## config.mk

```make
export PLATFORM = sky130hd
export DESIGN_NAME = uart_tx_unit
export DESIGN_NICKNAME = d
export VERILOG_FILES = /design/src/rtl/uart_pkg.sv /design/src/rtl/uart_tx_fifo.sv /design/src/rtl/uart_tx_unit.sv
export SDC_FILE = /design/constraint.sdc
export NUM_CORES = 1
export LEC_CHECK = 0
export BUFFER_PORTS_ARGS = -buffer_cell sky130_fd_sc_hd__buf_2
export CORE_MARGIN = 2
export CORE_UTILIZATION = 55
export DETAILED_ROUTE_END_ITERATION = 8
export PLACE_DENSITY = 0.79
export RECOVER_POWER = 50
export SYNTH_ARGS = -nofsm -noshare
export SYNTH_HDL_FRONTEND = slang
export SYNTH_SLANG_ARGS = --single-unit
```

## constraint.sdc

```tcl
create_clock -name clk -period 3.8 [get_ports clk]
set_clock_uncertainty 0.2 [all_clocks]
set_input_delay 0.76 -clock clk [delete_from_list [all_inputs] [get_ports clk]]
set_output_delay 0.76 -clock clk [all_outputs]
set_load 0.01 [all_outputs]
```

## src/rtl/uart_pkg.sv

```systemverilog
// Shared types and constants for the UART transmit path.
package uart_pkg;

    localparam int unsigned DATA_BITS  = 8;
    localparam logic        IDLE_LEVEL = 1'b1;

    typedef enum logic [2:0] {
        IDLE,
        START,
        DATA,
        PARITY,
        STOP
    } tx_state_t;

    // Clock cycles in one full UART bit.
    function automatic int unsigned bit_cycles(input int unsigned clk_per_half_bit);
        return 2 * clk_per_half_bit;
    endfunction

endpackage

```

## src/rtl/uart_tx_fifo.sv

```systemverilog
// Single-clock show-ahead FIFO with registered level/full/empty flags.
module uart_tx_fifo #(
    parameter int unsigned WIDTH      = 8,
    parameter int unsigned DEPTH_LOG2 = 4
) (
    input  logic                  clk,
    input  logic                  rstn,
    input  logic [WIDTH-1:0]      din,
    input  logic                  wr_en,
    input  logic                  rd_en,
    output logic [WIDTH-1:0]      head_c,
    output logic                  full,
    output logic                  empty,
    output logic [DEPTH_LOG2:0]   level
);

    localparam int unsigned DEPTH = 1 << DEPTH_LOG2;
    localparam int unsigned LVL_W = DEPTH_LOG2 + 1;

    logic [WIDTH-1:0]      mem [DEPTH];
    logic [DEPTH_LOG2-1:0] wr_ptr;
    logic [DEPTH_LOG2-1:0] rd_ptr;
    logic [LVL_W-1:0]      level_next;
    logic                  push;
    logic                  pop;

    // Flags are sampled before the edge, so a write into a full FIFO is dropped even alongside a pop.
    assign push   = wr_en && !full;
    assign pop    = rd_en && !empty;
    assign head_c = mem[rd_ptr];

    always_comb begin
        level_next = level;
        if (push && !pop) begin
            level_next = level + LVL_W'(1);
        end else if (pop && !push) begin
            level_next = level - LVL_W'(1);
        end
    end

    always_ff @(posedge clk) begin
        if (push) begin
            mem[wr_ptr] <= din;
        end
    end

    always_ff @(posedge clk) begin
        if (!rstn) begin
            wr_ptr <= '0;
            rd_ptr <= '0;
            level  <= '0;
            full   <= 1'b0;
            empty  <= 1'b1;
        end else begin
            if (push) begin
                wr_ptr <= wr_ptr + DEPTH_LOG2'(1);
            end
            if (pop) begin
                rd_ptr <= rd_ptr + DEPTH_LOG2'(1);
            end
            level <= level_next;
            full  <= (level_next == LVL_W'(DEPTH));
            empty <= (level_next == LVL_W'(0));
        end
    end

endmodule

```

## src/rtl/uart_tx_unit.sv

```systemverilog
// Buffered UART transmitter: FIFO plus 8N1 serializer, LSB first.
// Optional even parity bit when UART_TX_PARITY_EN is defined.
module uart_tx_unit
    import uart_pkg::*;
#(
    parameter int unsigned CLK_PER_HALF_BIT = 86,
    parameter int unsigned FIFO_DEPTH_LOG2  = 4
) (
    input  logic                       clk,
    input  logic                       rstn,
    input  logic [7:0]                 din,
    input  logic                       wr_en,
    output logic                       full,
    output logic                       empty,
    output logic [FIFO_DEPTH_LOG2:0]   level,
    output logic                       tx_busy,
    output logic                       txd
);

    localparam int unsigned BIT_CYCLES = bit_cycles(CLK_PER_HALF_BIT);
    localparam int unsigned CNT_W      = (BIT_CYCLES > 1) ? $clog2(BIT_CYCLES) : 1;
    localparam int unsigned IDX_W      = $clog2(DATA_BITS);
    localparam logic [CNT_W-1:0] CNT_LAST = CNT_W'(BIT_CYCLES - 1);
    localparam logic [IDX_W-1:0] IDX_LAST = IDX_W'(DATA_BITS - 1);

    tx_state_t      state;
    tx_state_t      state_next;
    logic [CNT_W-1:0] bit_cnt;
    logic [IDX_W-1:0] bit_idx;
    logic [7:0]     shift;
    logic [7:0]     head_c;
    logic           bit_end_c;
    logic           pop_c;
    logic           txd_c;
`ifdef UART_TX_PARITY_EN
    logic           parity;
`endif

    uart_tx_fifo #(
        .WIDTH      (DATA_BITS),
        .DEPTH_LOG2 (FIFO_DEPTH_LOG2)
    ) u_fifo (
        .clk    (clk),
        .rstn   (rstn),
        .din    (din),
        .wr_en  (wr_en),
        .rd_en  (pop_c),
        .head_c (head_c),
        .full   (full),
        .empty  (empty),
        .level  (level)
    );

    assign bit_end_c = (bit_cnt == CNT_LAST);

    always_ff @(posedge clk) begin
        if (!rstn) begin
            state <= IDLE;
        end else begin
            state <= state_next;
        end
    end

    always_comb begin
        state_next = state;
        case (state)
            IDLE:   if (!empty) state_next = START;
            START:  if (bit_end_c) state_next = DATA;
            DATA: begin
                if (bit_end_c && bit_idx == IDX_LAST) begin
`ifdef UART_TX_PARITY_EN
                    state_next = PARITY;
`else
                    state_next = STOP;
`endif
                end
            end
`ifdef UART_TX_PARITY_EN
            PARITY: if (bit_end_c) state_next = STOP;
`endif
            // Chain straight into the next frame so there is no idle gap.
            STOP:   if (bit_end_c) state_next = empty ? IDLE : START;
            default: state_next = IDLE;
        endcase
    end

    always_comb begin
        pop_c = 1'b0;
        txd_c = IDLE_LEVEL;
        case (state)
            IDLE:   pop_c = !empty;
            START:  txd_c = 1'b0;
            DATA:   txd_c = shift[0];
`ifdef UART_TX_PARITY_EN
            PARITY: txd_c = parity;
`endif
            STOP:   pop_c = bit_end_c && !empty;
            default: begin
                pop_c = 1'b0;
                txd_c = IDLE_LEVEL;
            end
        endcase
    end

    // Bit timing, shift register and the registered line outputs.
    always_ff @(posedge clk) begin
        if (!rstn) begin
            bit_cnt <= '0;
            bit_idx <= '0;
            shift   <= '0;
            txd     <= IDLE_LEVEL;
            tx_busy <= 1'b0;
`ifdef UART_TX_PARITY_EN
            parity  <= 1'b0;
`endif
        end else begin
            txd     <= txd_c;
            tx_busy <= (state != IDLE);

            if (state == IDLE || bit_end_c) begin
                bit_cnt <= '0;
            end else begin
                bit_cnt <= bit_cnt + CNT_W'(1);
            end

            if (state != DATA) begin
                bit_idx <= '0;
            end else if (bit_end_c) begin
                bit_idx <= bit_idx + IDX_W'(1);
            end

            if (pop_c) begin
                shift <= head_c;
`ifdef UART_TX_PARITY_EN
                parity <= ^head_c;
`endif
            end else if (state == DATA && bit_end_c) begin
                shift <= shift >> 1;
            end
        end
    end

endmodule

```

# After elaboration in Yosys (flattened, before gate mapping)

Memories as Yosys holds them, arrays and structs flattened. A register that Yosys moved wholly into a read port is not among the register bits.
Index checks and enable logic that the tools add are counted.

$add $sub $neg: 6
$mul: 0
Div/mod/pow operators: 0
Order comparisons: 0
Equal/unequal tests: 11
Shift-type cells: 0
Muxes and demuxes: 16
Bitwise gates (word level): 1
Reductions and logical operators: 19

Operators with widths:

| kind                                                                | count |
|---|---|
| 8-bit 2-to-1 mux                                                    | 2 |
| 3-bit 2-to-1 mux                                                    | 4 |
| 3-bit one-hot mux with 4 select lines                               | 1 |
| 5-bit 2-to-1 mux                                                    | 2 |
| 4-bit by 1-bit adder with 4-bit output (second input constant)      | 2 |
| 8-bit by 1-bit adder with 8-bit output (second input constant)      | 1 |
| 8-bit == test (second input constant)                               | 1 |
| 4-bit 2-to-1 mux                                                    | 2 |
| 2-bit inequality test (second input constant)                       | 4 |
| 1-bit logical AND                                                   | 7 |
| 3-bit == test (second input constant)                               | 2 |
| 5-bit by 1-bit adder with 5-bit output (second input constant)      | 1 |
| 5-bit == test (second input constant)                               | 1 |
| 5-bit zero test                                                     | 1 |
| 5-bit by 1-bit subtractor with 5-bit output (second input constant) | 1 |
| 1-bit zero test                                                     | 4 |
| 1-bit one-hot mux with 2 select lines                               | 2 |
| 4-bit AND reduction                                                 | 1 |
| 2-bit OR reduction                                                  | 2 |
| 3-bit by 1-bit adder with 3-bit output (second input constant)      | 1 |
| 3-bit by 1-bit == test with 1-bit output (second input constant)    | 1 |
| 3-bit by 2-bit == test with 1-bit output (second input constant)    | 1 |
| 3-bit zero test                                                     | 1 |
| 1-bit 2-to-1 mux                                                    | 3 |
| other kinds (5)                                                     | 5 |

Register bits after elaboration: 39
Bits in latches: 0
RAM bits: 128
ROM bits: 0
Bits of input ports: 11
Memories kept: 1

Memories:

| name       | depth | bits a word | read ports | clocked after Yosys merged registers in | write ports | line               | RTL |
|---|---|---|---|---|---|---|---|
| u_fifo.mem | 16    | 8           | 1          | 1                                       | 1           | uart_tx_fifo.sv:20 | `logic [WIDTH-1:0] mem [DEPTH];` |

# Depth between registers and ports, before layout

Gate-level depths: netlist of the first run.

Word-level depth: 8
Depth in mapped cells: 8

# Cells and area by module

A second synthesis of the first run with hierarchy kept.

Cells, all modules: 403
Area, all modules: 7,021.7 um2

Modules (own cells, without submodules):

| module       | times used | cells an instance | area an instance (um2) | sequential area each (um2) |
|---|---|---|---|---|
| uart_tx_fifo | 1          | 288               | 5,928.2                | 4,224.1 |
| uart_tx_unit | 1          | 115               | 1,093.5                | 480.5 |

# Least setup slack after synthesis of the first run

Ideal clock, no wire load.

Kind: input -> register
From: input port wr_en
To: memory u_fifo.mem[3][0], enable pin
Library setup time: 383 ps
Arrival time: 2,027 ps
Path slack: 1,189 ps
Cell stages on the path: 4
Buffers on the path: 1
Cells stage by stage: nor2b_1 clkbuf_1 nand2_1 nor3_1

Longest elaborated chain between the ends: 3

Ends and longest elaborated chain:

| element                                | line               | RTL |
|---|---|---|
| from (decl)                            | uart_tx_unit.sv:12 | `input logic wr_en,` |
| 1-bit logical AND                      | uart_tx_fifo.sv:28 | `assign push = wr_en && !full;` |
| 1-bit 2-to-1 mux                       | uart_tx_fifo.sv:42 | `if (push) begin` |
| 1-bit 2-to-1 mux (implied by the code) | uart_tx_fifo.sv:43 | `mem[wr_ptr] <= din;` |
| to (decl)                              | uart_tx_fifo.sv:20 |  |

No other way between the ends.

==> metrics.cfg, run 1 <==
[outcome]
outcome=finished clean

[synthesis]
syn_area_per_cell_um2=16.2
ys_warn_count=0
yosysSeqAreaShare_pct=68.6
async_reset_ff_share_pct=0
netlist_top_cells_count=128 x edfxtp_1, 43 x dfxtp_1, 39 x mux4_2
synth.most_common_cell=edfxtp_1
yosysTopAreaCell=edfxtp_1
synth_nets=444
syn_area_mm2=0.00686
synthTopCellsByArea=edfxtp_1 56%, mux4_2 13%, dfxtp_1 13%
syn_inst=423
synth_edf_count=128
ys.flop_type=edfxtp_1
ys_seq_elements=171
yosys.cell_types.count=44
netlist.area_leader.share_pct=56.1

[place]
io_buffers=19
gp_congestion=0.834
hpwl_um=8280

[pwr]
seqPwrFrac_pct=47.2
cellPowerDensity_mw_per_mm2=633
power_leakage_nw=2.51
comb_power_share_pct=19.1
total_power_w=0.00487
intPower_w=0.00358
switching_share_pct=26.6
clkPwrFrac_pct=33.7
switchingPower_w=0.00130
ir_worst_vdd_mv=0.427

[global_routing]
grtUsageTotal_pct=21.0
grt_overflow=0
grt_pass1_wl_um=20000
grt_pass1_vias=3667
antenna_found_initial=0
grt_max_degree=33

[sta]
tightest_slew_ns=1.13
fmax_mhz=375
holdWs_ns=0.258
slew-limit-headroom_pct=24.3
fin_tns_setup_ns=0
finalCritPeriodShare_pct=70.3
finalHoldViolCount=0
finalCriticalPeriod_ns=2.67
rsz0062_at_grt=false
setup_viol=0
drv_slew=0

[clocking]
cts_tree=yes
clock-sinks=171
cts.path.max_buffers=2
ctsResizeCount=0
htreeDepth=4
cts_root_buf=clkbuf_16
clk_latency_ns=0.42
numCtsBuffers=17
ctsHoldBuffers=0
clk_pin_slew_worst_paths_ns=0.06
cts_setup_buffers=0

[detailed_routing]
drc=0
wl_met2_um=6330
dr.pass1.iters=6
wl_per_cell_um=20.1
final_antenna_net_count=0
drt_iter0_markers=410
wl_met3_um=869
vias_per_cell=5.82
drt-met1-wl_um=5330
routed_wl_um=12700
highest_layer=met4
vias=3690

[cells_and_area]
num-nets-final=474
diodes=0
utilization_pct=63.6
drive_above_1_share_pct=18.2
syn2layout_area_growth_pct=12.4

[critical_path]
end_kind=flip-flop
critPathLaunchType=flip-flop
cp_max_fo=18
cp.arrival_ns=2.78
worstSetupPathType=flip-flop to flip-flop
reg2reg_depth=5
crit_required_ns=3.91

[floorplan]
fp-row-count=40
die_y_um=116
dieArea_mm2=0.0134
start_util_pct=56.6
chipWidth_um=116
ioPinCount=20
core_area_mm2=0.0121

[worst_hold_path]
hold_path.class=flip-flop to flip-flop
hold_depth=2

[flow_run]
cap_violations=0

==> registers in the layout (all words and copies together) (netlist names), 3 cells and up, named ones only <==
register / count
bit_idx: 3
shift: 8
u_fifo.mem: 128
u_fifo.level: 5
bit_cnt: 8
state: 3
u_fifo.rd_ptr: 4
u_fifo.wr_ptr: 4
==> final cells by class <==
| class | count | area (um^2) |
|---|---|---|
| clock inverters | 12 | 123 |
| clock buffers | 20 | 437 |
| fillers | 858 | 4410 |
| inverters | 6 | 22.5 |
| flip-flops and latches | 171 | 4710 |
| multi-input cells | 227 | 2050 |
| repair buffers | 30 | 158 |
| well taps | 168 | 210 |
==> critical path, stage by stage (launching register included) <==
cell,delay (ns)
dfxtp_2,0.74
buf_4,0.36
mux4_2,0.54
mux4_2,0.51
nand2_1,0.12
a21oi_1,0.07
==> power by group through the flow <==
| stage | logic, W | registers [W] | clock network [W] |
|---|---|---|---|
| 2_1_floorplan | 0.000753 | 0.00226 | 0 |
| 3_3_place_gp | 0.000911 | 0.00233 | 0 |
| 3_5_place_dp | 0.000937 | 0.00234 | 0 |
| 4_1_cts | 0.000944 | 0.00230 | 0.00167 |
| 5_1_grt | 0.00101 | 0.00233 | 0.00174 |
| 6_report | 0.000932 | 0.00230 | 0.00164 |
==> final timing paths <==
kind,start,endpoint,slack (ns)
setup / recovery,flip-flop,shift[4],1.13
hold / removal,bit_idx[2],bit_idx[2],0.26
setup reg to reg,flip-flop,shift[4],1.13
hold reg to reg,bit_idx[2],bit_idx[2],0.26
==> metal layers <==
metal | global-route usage, % | vias up
met5 | 0 | -
met4 | 7.46 | 0
met3 | 7.11 | 17
met2 | 33.0 | 142
met1 | 27.8 | 1854
li1 | - | 1677
==> cell usage in the layout (no fill, tap or decap), types with 2 or more instances in the layout <==
master | synthesis | routed
a211oi_1 | 3 | 3
a21boi_0 | 4 | 4
a21oi_1 | 19 | 19
a32oi_1 | 2 | 2
and2_0 | 0 | 3
and2_1 | 14 | 11
and3_1 | 3 | 3
buf_2 | 5 | 3
buf_4 | 0 | 11
bufinv_16 | 0 | 2
clkbuf_1 | 13 | 19
clkbuf_16 | 0 | 17
clkinv_1 | 0 | 4
clkinvlp_4 | 0 | 4
dfxtp_1 | 43 | 42
edfxtp_1 | 128 | 128
ha_1 | 10 | 10
inv_1 | 6 | 6
mux2i_1 | 3 | 3
mux4_2 | 39 | 39
nand2_1 | 29 | 29
nand2b_1 | 5 | 5
nand3_1 | 7 | 7
nand4_1 | 4 | 4
nor2_1 | 28 | 28
nor2b_1 | 6 | 6
nor3_1 | 6 | 6
o211a_1 | 2 | 2
o21ai_0 | 8 | 8
or3_1 | 2 | 2
xnor2_1 | 12 | 12
xor2_1 | 4 | 4
==> stage by stage <==
step / worst slack, ns / cell area [um^2] / cells
floorplan: 1.19 / 6860 / 423
global placement: 0.751 / 7170 / 602
detailed placement: 0.745 / 7170 / 602
CTS: 1.08 / 7730 / 634
global route: 1.00 / 7700 / 634
finish: 1.13 / 7700 / 634
==> cells by family (layout without fill, tap and decap cells) <==
logic type | count (synthesis) | after routing | share of synthesized area [%]
muxes | 42 | 42 | 13.3
xor gates and xnor gates | 16 | 16 | 2.04
adders and majority gates | 10 | 10 | 1.83
DFF | 171 | 171 | 68.6
AOI/OAI and AO/OA | 46 | 46 | 4.38
and+or+nand+nor | 113 | 113 | 8.41
buffers and inverters | 25 | 68 | 1.46
No activity file was read; power rests on OpenSTA's default activity.
==> inputs of run 2 (changes only) <==
Clock period 3.8 ns to 2.5 ns, I/O delays scaled along.
==> run 2 against run 1 <==
Flip-flop and latch count unchanged; sequential share of layout area down 1.1 points; critical endpoint is now u_fifo.mem[5][0]; critical path depth unchanged; largest cell class unchanged; via count up 2.5%; fmax up 15%; largest power group unchanged.
==> metrics.cfg, run 2 (synthesized netlist as in run 1, its figures left out) <==
[outcome]
outcome=finished clean

[global_routing]
grt_pass1_wl_um=21000  ; +5.0%
antenna_found_initial=0  ; unchanged
grt_max_degree=27  ; -18%
grt_pass1_vias=3845  ; +4.9%
grt_overflow=0  ; unchanged
grtUsageTotal_pct=22.1  ; +1.1 points

[cells_and_area]
syn2layout_area_growth_pct=14.5
instances_no_fill=648  ; +2.2%
num-nets-final=489  ; +3.2%
layout_commonest_cell=edfxtp_1
largest_reg_flops=128  ; unchanged
utilization_pct=64.8  ; +1.2 points
reg.largest.list=u_fifo.mem x128, bit_cnt x8, shift x8
stdcell_area_mm2=0.00785  ; +1.9%
drive_above_1_share_pct=21.9  ; +3.6 points
top_register=u_fifo.mem
diodes=0  ; unchanged
mostFrequentLayoutCells=128 x edfxtp_1, 42 x dfxtp_1, 39 x mux4_2

[place]
gp_congestion=0.820  ; -1.8%
dpl.cell_count=617  ; +2.5%
io_buffers=19  ; unchanged
place_area_mm2=0.00730  ; +1.9%
place_ws_ns=0.229  ; -0.516 ns
hpwl_um=8070  ; -2.6%

[critical_path]
crit_required_ns=2.35  ; -1.56 ns
crit_path_max_incr_delay_ns=0.53  ; -0.21 ns
worstSetupPathType=flip-flop to flip-flop
cp_max_fo=11  ; -7
end_kind=flip-flop
cpMostUsedCell=clkbuf_1
crit_chain=nor2b_1 -> clkbuf_1 -> nand2_1 -> nor2_1 -> clkbuf_1
slowest_stage=clkbuf_1
critPathLaunchType=flip-flop
cp.arrival_ns=2.18  ; -0.60 ns
reg2reg_depth=5  ; unchanged

[sta]
fin_tns_setup_ns=0  ; unchanged
setup_slack_ns=0.174  ; -0.956 ns
setup_viol=0  ; unchanged
fmax_mhz=430  ; +15%
rsz0062_at_grt=false
finalCritPeriodShare_pct=93.1  ; +23 points
tightest_slew_ns=0.671  ; -0.464 ns
slew-limit-headroom_pct=55.3  ; +31 points
drv_slew=0  ; unchanged
finalHoldViolCount=0  ; unchanged
finalCriticalPeriod_ns=2.33  ; -0.344 ns

[detailed_routing]
final_antenna_net_count=0  ; unchanged
wl_per_cell_um=20.8  ; +3.5%
routed_wl_um=13500  ; +5.7%
dr.pass1.iters=5  ; -1
vias=3784  ; +2.5%
drc=0  ; unchanged
vias_per_cell=5.84  ; +0.33%
drt_iter0_markers=310  ; -24%

[clocking]
ctsHoldBuffers=0  ; unchanged
clk_latency_ns=0.43  ; about the same
cts_tree=yes
clock-sinks=171  ; unchanged
htreeDepth=4  ; unchanged
cts_root_buf=clkbuf_16
cts_setup_buffers=0  ; unchanged
ctsResizeCount=0  ; unchanged
clk_pin_slew_worst_paths_ns=0.06  ; about the same
cts.path.max_buffers=2  ; unchanged
numCtsBuffers=17  ; unchanged

[floorplan]
die_y_um=116  ; unchanged
ioPinCount=20  ; unchanged
core_area_mm2=0.0121  ; unchanged
start_util_pct=56.6  ; unchanged
chipWidth_um=116  ; unchanged
fp-row-count=40  ; unchanged
dieArea_mm2=0.0134  ; unchanged

[pwr]
power_leakage_nw=2.62  ; +4.2%
cellPowerDensity_mw_per_mm2=955  ; +51%
ir_worst_vdd_mv=0.616  ; +44%

[worst_hold_path]
hold_depth=2  ; unchanged
hold_path.class=input port to flip-flop

[flow_run]
cap_violations=0  ; unchanged

==> run 2: cell types whose count changed in the layout (fill, tap and decap cells not counted), sizes merged <==
cell	before	now
buf	14	30
clkbuf	36	32
clkinv	5	7
clkinvlp	4	1
inv	7	10
==> run 2: per-stage QoR <==
stage          total power (W)  hold WS, ns
2_1_floorplan          0.00457        0.230
3_3_place_gp           0.00497        0.244
3_5_place_dp           0.00501        0.249
4_1_cts                0.00756        0.209
5_1_grt                0.00782        0.246
6_report               0.00749        0.221
==> run 2: final cells by class <==
cell class                      count  area (um^2)
Tap cell                          168          210
Clock inverter                     14          145
Inverter                            6         22.5
Sequential cell                   171         4710
Multi-Input combinational cell    227         2050
Clock buffer                       17          425
Timing Repair Buffer               45          289
Fill cell                         841         4260
==> run 2: where the power goes <==
part	internal [W]	switching [W]	total, W
Combinational	0.000781	0.000779	0.00156
Clock	0.00147	0.00107	0.00254
Sequential	0.00324	0.000152	0.00340
==> run 2: routing by layer <==
| layer | wire (um) | global-route usage [%] |
|---|---|---|
| met2 | 6770 | 36.3 |
| met5 | 0 | 0 |
| met1 | 5610 | 28.4 |
| met4 | 333 | 8.97 |
| met3 | 733 | 5.75 |
==> run 2: worst paths after layout <==
check / startpoint / slack (ns) / end
max: u_fifo.full / 0.17 / u_fifo.mem[5][0]
min: rstn / 0.22 / txd
max reg2reg: u_fifo.full / 0.17 / u_fifo.mem[5][0]
min reg2reg: bit_idx[1] / 0.27 / bit_idx[1]
==> run 2: worst max-delay path, delay by kind of cell, from the launching register on <==
family | cells | cell delay, ns
buf+inv | 2 | 0.92
flops | 1 | 0.32
simple gates | 3 | 0.51
==> inputs of run 3 (changes only) <==
Settings changed: ABC_AREA set to 1.
==> run 3 against run 2 <==
Die area rose by 3.6%; register-to-register slack improved by 0.11 ns; sequential power rose by 2%; first-iteration DRC count rose by 31%; synthesized area rose by 3.8%; global-route usage rose by 0.54 points; via count rose by 34%; final cell count rose by 36%; largest cell class unchanged.
==> metrics.cfg, run 3 <==
[outcome]
outcome=finished clean

[pwr]
total_power_w=0.00854  ; +14%
comb_power_share_pct=30.1  ; +9.3 points
switchingPower_w=0.00295  ; +47%
intPower_w=0.00559  ; +1.7%
cellPowerDensity_mw_per_mm2=1060  ; +11%
power_leakage_nw=2.86  ; +9.3%
switching_share_pct=34.5  ; +7.9 points
clkPwrFrac_pct=29.2  ; -4.7 points
seqPwrFrac_pct=40.6  ; -4.7 points
ir_worst_vdd_mv=0.564  ; -8.4%

[critical_path]
worstSetupPathType=flip-flop to flip-flop
crit_path_max_incr_delay_ns=0.36  ; -0.17 ns
end_kind=flip-flop
cpMostUsedCell=nand2_1
cp_max_fo=16  ; +5
slowest_stage=nor2_2
reg2reg_depth=11  ; +6
crit_required_ns=2.61  ; +0.26 ns
crit_chain=ha_1 -> nand2_1 -> nor2_1 -> nand2_1 -> nand2_2 -> nand2_2 -> inv_2 -> nor2_2 -> nor2_1 -> nand2_1 -> a21oi_1
cp.arrival_ns=2.32  ; +0.14 ns
critPathLaunchType=flip-flop

[global_routing]
antenna_found_initial=0  ; unchanged
grtUsageTotal_pct=22.6  ; +0.54 points
grt_max_degree=57  ; +110%
grt_pass1_vias=5035  ; +31%
grt_overflow=0  ; unchanged
grt_pass1_wl_um=24300  ; +16%

[clocking]
htreeDepth=4  ; unchanged
clock-sinks=171  ; unchanged
cts.path.max_buffers=2  ; unchanged
clk_pin_slew_worst_paths_ns=0.06  ; about the same
ctsHoldBuffers=0  ; unchanged
numCtsBuffers=17  ; unchanged
cts_tree=yes
cts_root_buf=clkbuf_16
clk_latency_ns=0.43  ; about the same

[place]
gp_congestion=0.871  ; +6.3%
hpwl_um=9720  ; +21%
dpl.cell_count=850  ; +38%
place_area_mm2=0.00750  ; +2.6%
io_buffers=19  ; unchanged

[sta]
finalCritPeriodShare_pct=88.6  ; -4.5 points
tightest_slew_ns=0.815  ; +0.144 ns
rsz0062_at_grt=false
drv_slew=0  ; unchanged
fin_tns_setup_ns=0  ; unchanged
finalCriticalPeriod_ns=2.21  ; -0.112 ns
finalHoldViolCount=0  ; unchanged
setup_viol=0  ; unchanged
fmax_mhz=452  ; +5.1%
slew-limit-headroom_pct=45.7  ; -9.6 points

[cells_and_area]
stdcell_area_mm2=0.00803  ; +2.4%
drive_above_1_share_pct=11.0  ; -11 points
mostFrequentLayoutCells=129 x nor2_1, 128 x edfxtp_1, 84 x nand2_1
multiInputGateArea_mm2=0.00214  ; +4.1%
top_register=u_fifo.mem
num-nets-final=718  ; +47%
reg.largest.list=u_fifo.mem x128, bit_cnt x8, shift x8
layout_commonest_cell=nor2_1
instances_no_fill=882  ; +36%
diodes=0  ; unchanged
seq_area_mm2=0.00471  ; unchanged
fillers=977  ; +16%
largest_reg_flops=128  ; unchanged
syn2layout_area_growth_pct=12.9

[detailed_routing]
wl_per_cell_um=17.1  ; -18%
vias_per_cell=5.76  ; -1.4%
drt_iter0_markers=406  ; +31%
dr.pass1.iters=5  ; unchanged
routed_wl_um=15100  ; +12%
final_antenna_net_count=0  ; unchanged
drc=0  ; unchanged
vias=5080  ; +34%

[synthesis]
ys_warn_count=0  ; unchanged
yosysSeqAreaShare_pct=66.1  ; -2.5 points
syn_inst=665  ; +57%
synth.most_common_cell=nor2_1
synth_xor_area_share_pct=0.739  ; -1.3 points
yosysTopAreaCell=edfxtp_1
ys.flop_type=edfxtp_1
yosys.area_share.simple_pct=16.8  ; +8.4 points
syn_area_per_cell_um2=10.7  ; -34%
synth_compound_area_share_pct=10.6  ; +6.2 points
synth.area.mux_share_pct=0.141  ; -13 points
ys_seq_elements=171  ; unchanged
async_reset_ff_share_pct=0  ; unchanged
synth_edf_count=128  ; unchanged
netlist_top_cells_count=130 x nor2_1, 128 x edfxtp_1, 84 x nand2_1
syn_area_mm2=0.00711  ; +3.8%
synth_top_family_by_area=simple AND/OR/NAND/NOR gates
synthAdderAreaFrac_pct=1.76  ; -0.066 points
synthTopCellsByArea=edfxtp_1 54%, dfxtp_1 12%, nor2_1 6.9%
yosys.cell_types.count=36  ; -18%
synth_nets=686  ; +55%
netlist.area_leader.share_pct=54.0  ; -2.0 points

[floorplan]
ioPinCount=20  ; unchanged
chipWidth_um=118  ; +1.8%
die_y_um=118  ; +1.8%
fp-row-count=41  ; +2.5%
core_area_mm2=0.0126  ; +4.2%
dieArea_mm2=0.0139  ; +3.6%
start_util_pct=56.4  ; -0.23 points

[worst_hold_path]
hold_path.class=input port to flip-flop
hold_depth=2  ; unchanged

[flow_run]
cap_violations=0  ; unchanged

==> run 3: critical path, delay by kind of cell (launching register included) <==
kind	cells	cell delay, ns
flops	1	0.33
compound gates	1	0.06
fa+ha+maj	1	0.22
buf+inv	1	0.19
simple gates	8	1.10
==> run 3: power groups by stage <==
stage / combinational [W] / sequential (W) / clock [W]
2_1_floorplan: 0.00187 / 0.00349 / 0
3_3_place_gp: 0.00242 / 0.00351 / 0
3_5_place_dp: 0.00253 / 0.00352 / 0
4_1_cts: 0.00257 / 0.00347 / 0.00252
5_1_grt: 0.00288 / 0.00350 / 0.00262
6_report: 0.00257 / 0.00347 / 0.00249
==> run 3: cells by family (layout without fill, tap and decap cells) <==
family	after synthesis	count (layout)
fa+ha+maj	10	10
simple gates	279	279
buf+inv	68	113
xor+xnor	6	6
mux	1	1
flops	171	171
compound gates	130	130
==> run 3: timing repair <==
action / CTS / global route
setup buffers: 0 / 0
endpoints found under the hold margin: 0 / 0
gates resized for setup: 0 / 1
setup endpoints to repair: 0 / 6
==> run 3: final cells by class <==
class	count	area share (%)
flip-flops and latches	171	58.6
multi-input cells	426	26.6
clock buffers	20	5.44
repair buffers	43	3.40
well taps	172	2.68
inverters	38	1.78
clock inverters	12	1.56
==> run 3: final timing paths <==
path | startpoint | to | slack [ns]
hold reg to reg | bit_cnt[0] | bit_cnt[0] | 0.26
setup / recovery | bit_cnt[0] | shift[2] | 0.29
setup reg to reg | bit_cnt[0] | shift[2] | 0.29
hold / removal | rstn | u_fifo.empty | 0.20
==> run 3: per-layer routing <==
layer,vias to the layer above,GRT usage (%),part of all wire [%]
li1,2380,-,-
met1,2447,27.6,41
met2,209,38.2,49
met3,44,4.70,6.0
met4,0,11.4,3.5
met5,-,0,0
==> run 3: per-stage QoR <==
step	setup slack (ns)	util (%)	hold slack, ns
after global routing	0.0352	63.7	0.197
after detailed placement	0.112	59.4	0.243
after global placement	0.248	59.4	0.229
after CTS	0.106	63.9	0.179
final	0.286	63.7	0.198
after floorplan	0.456	-	0.218
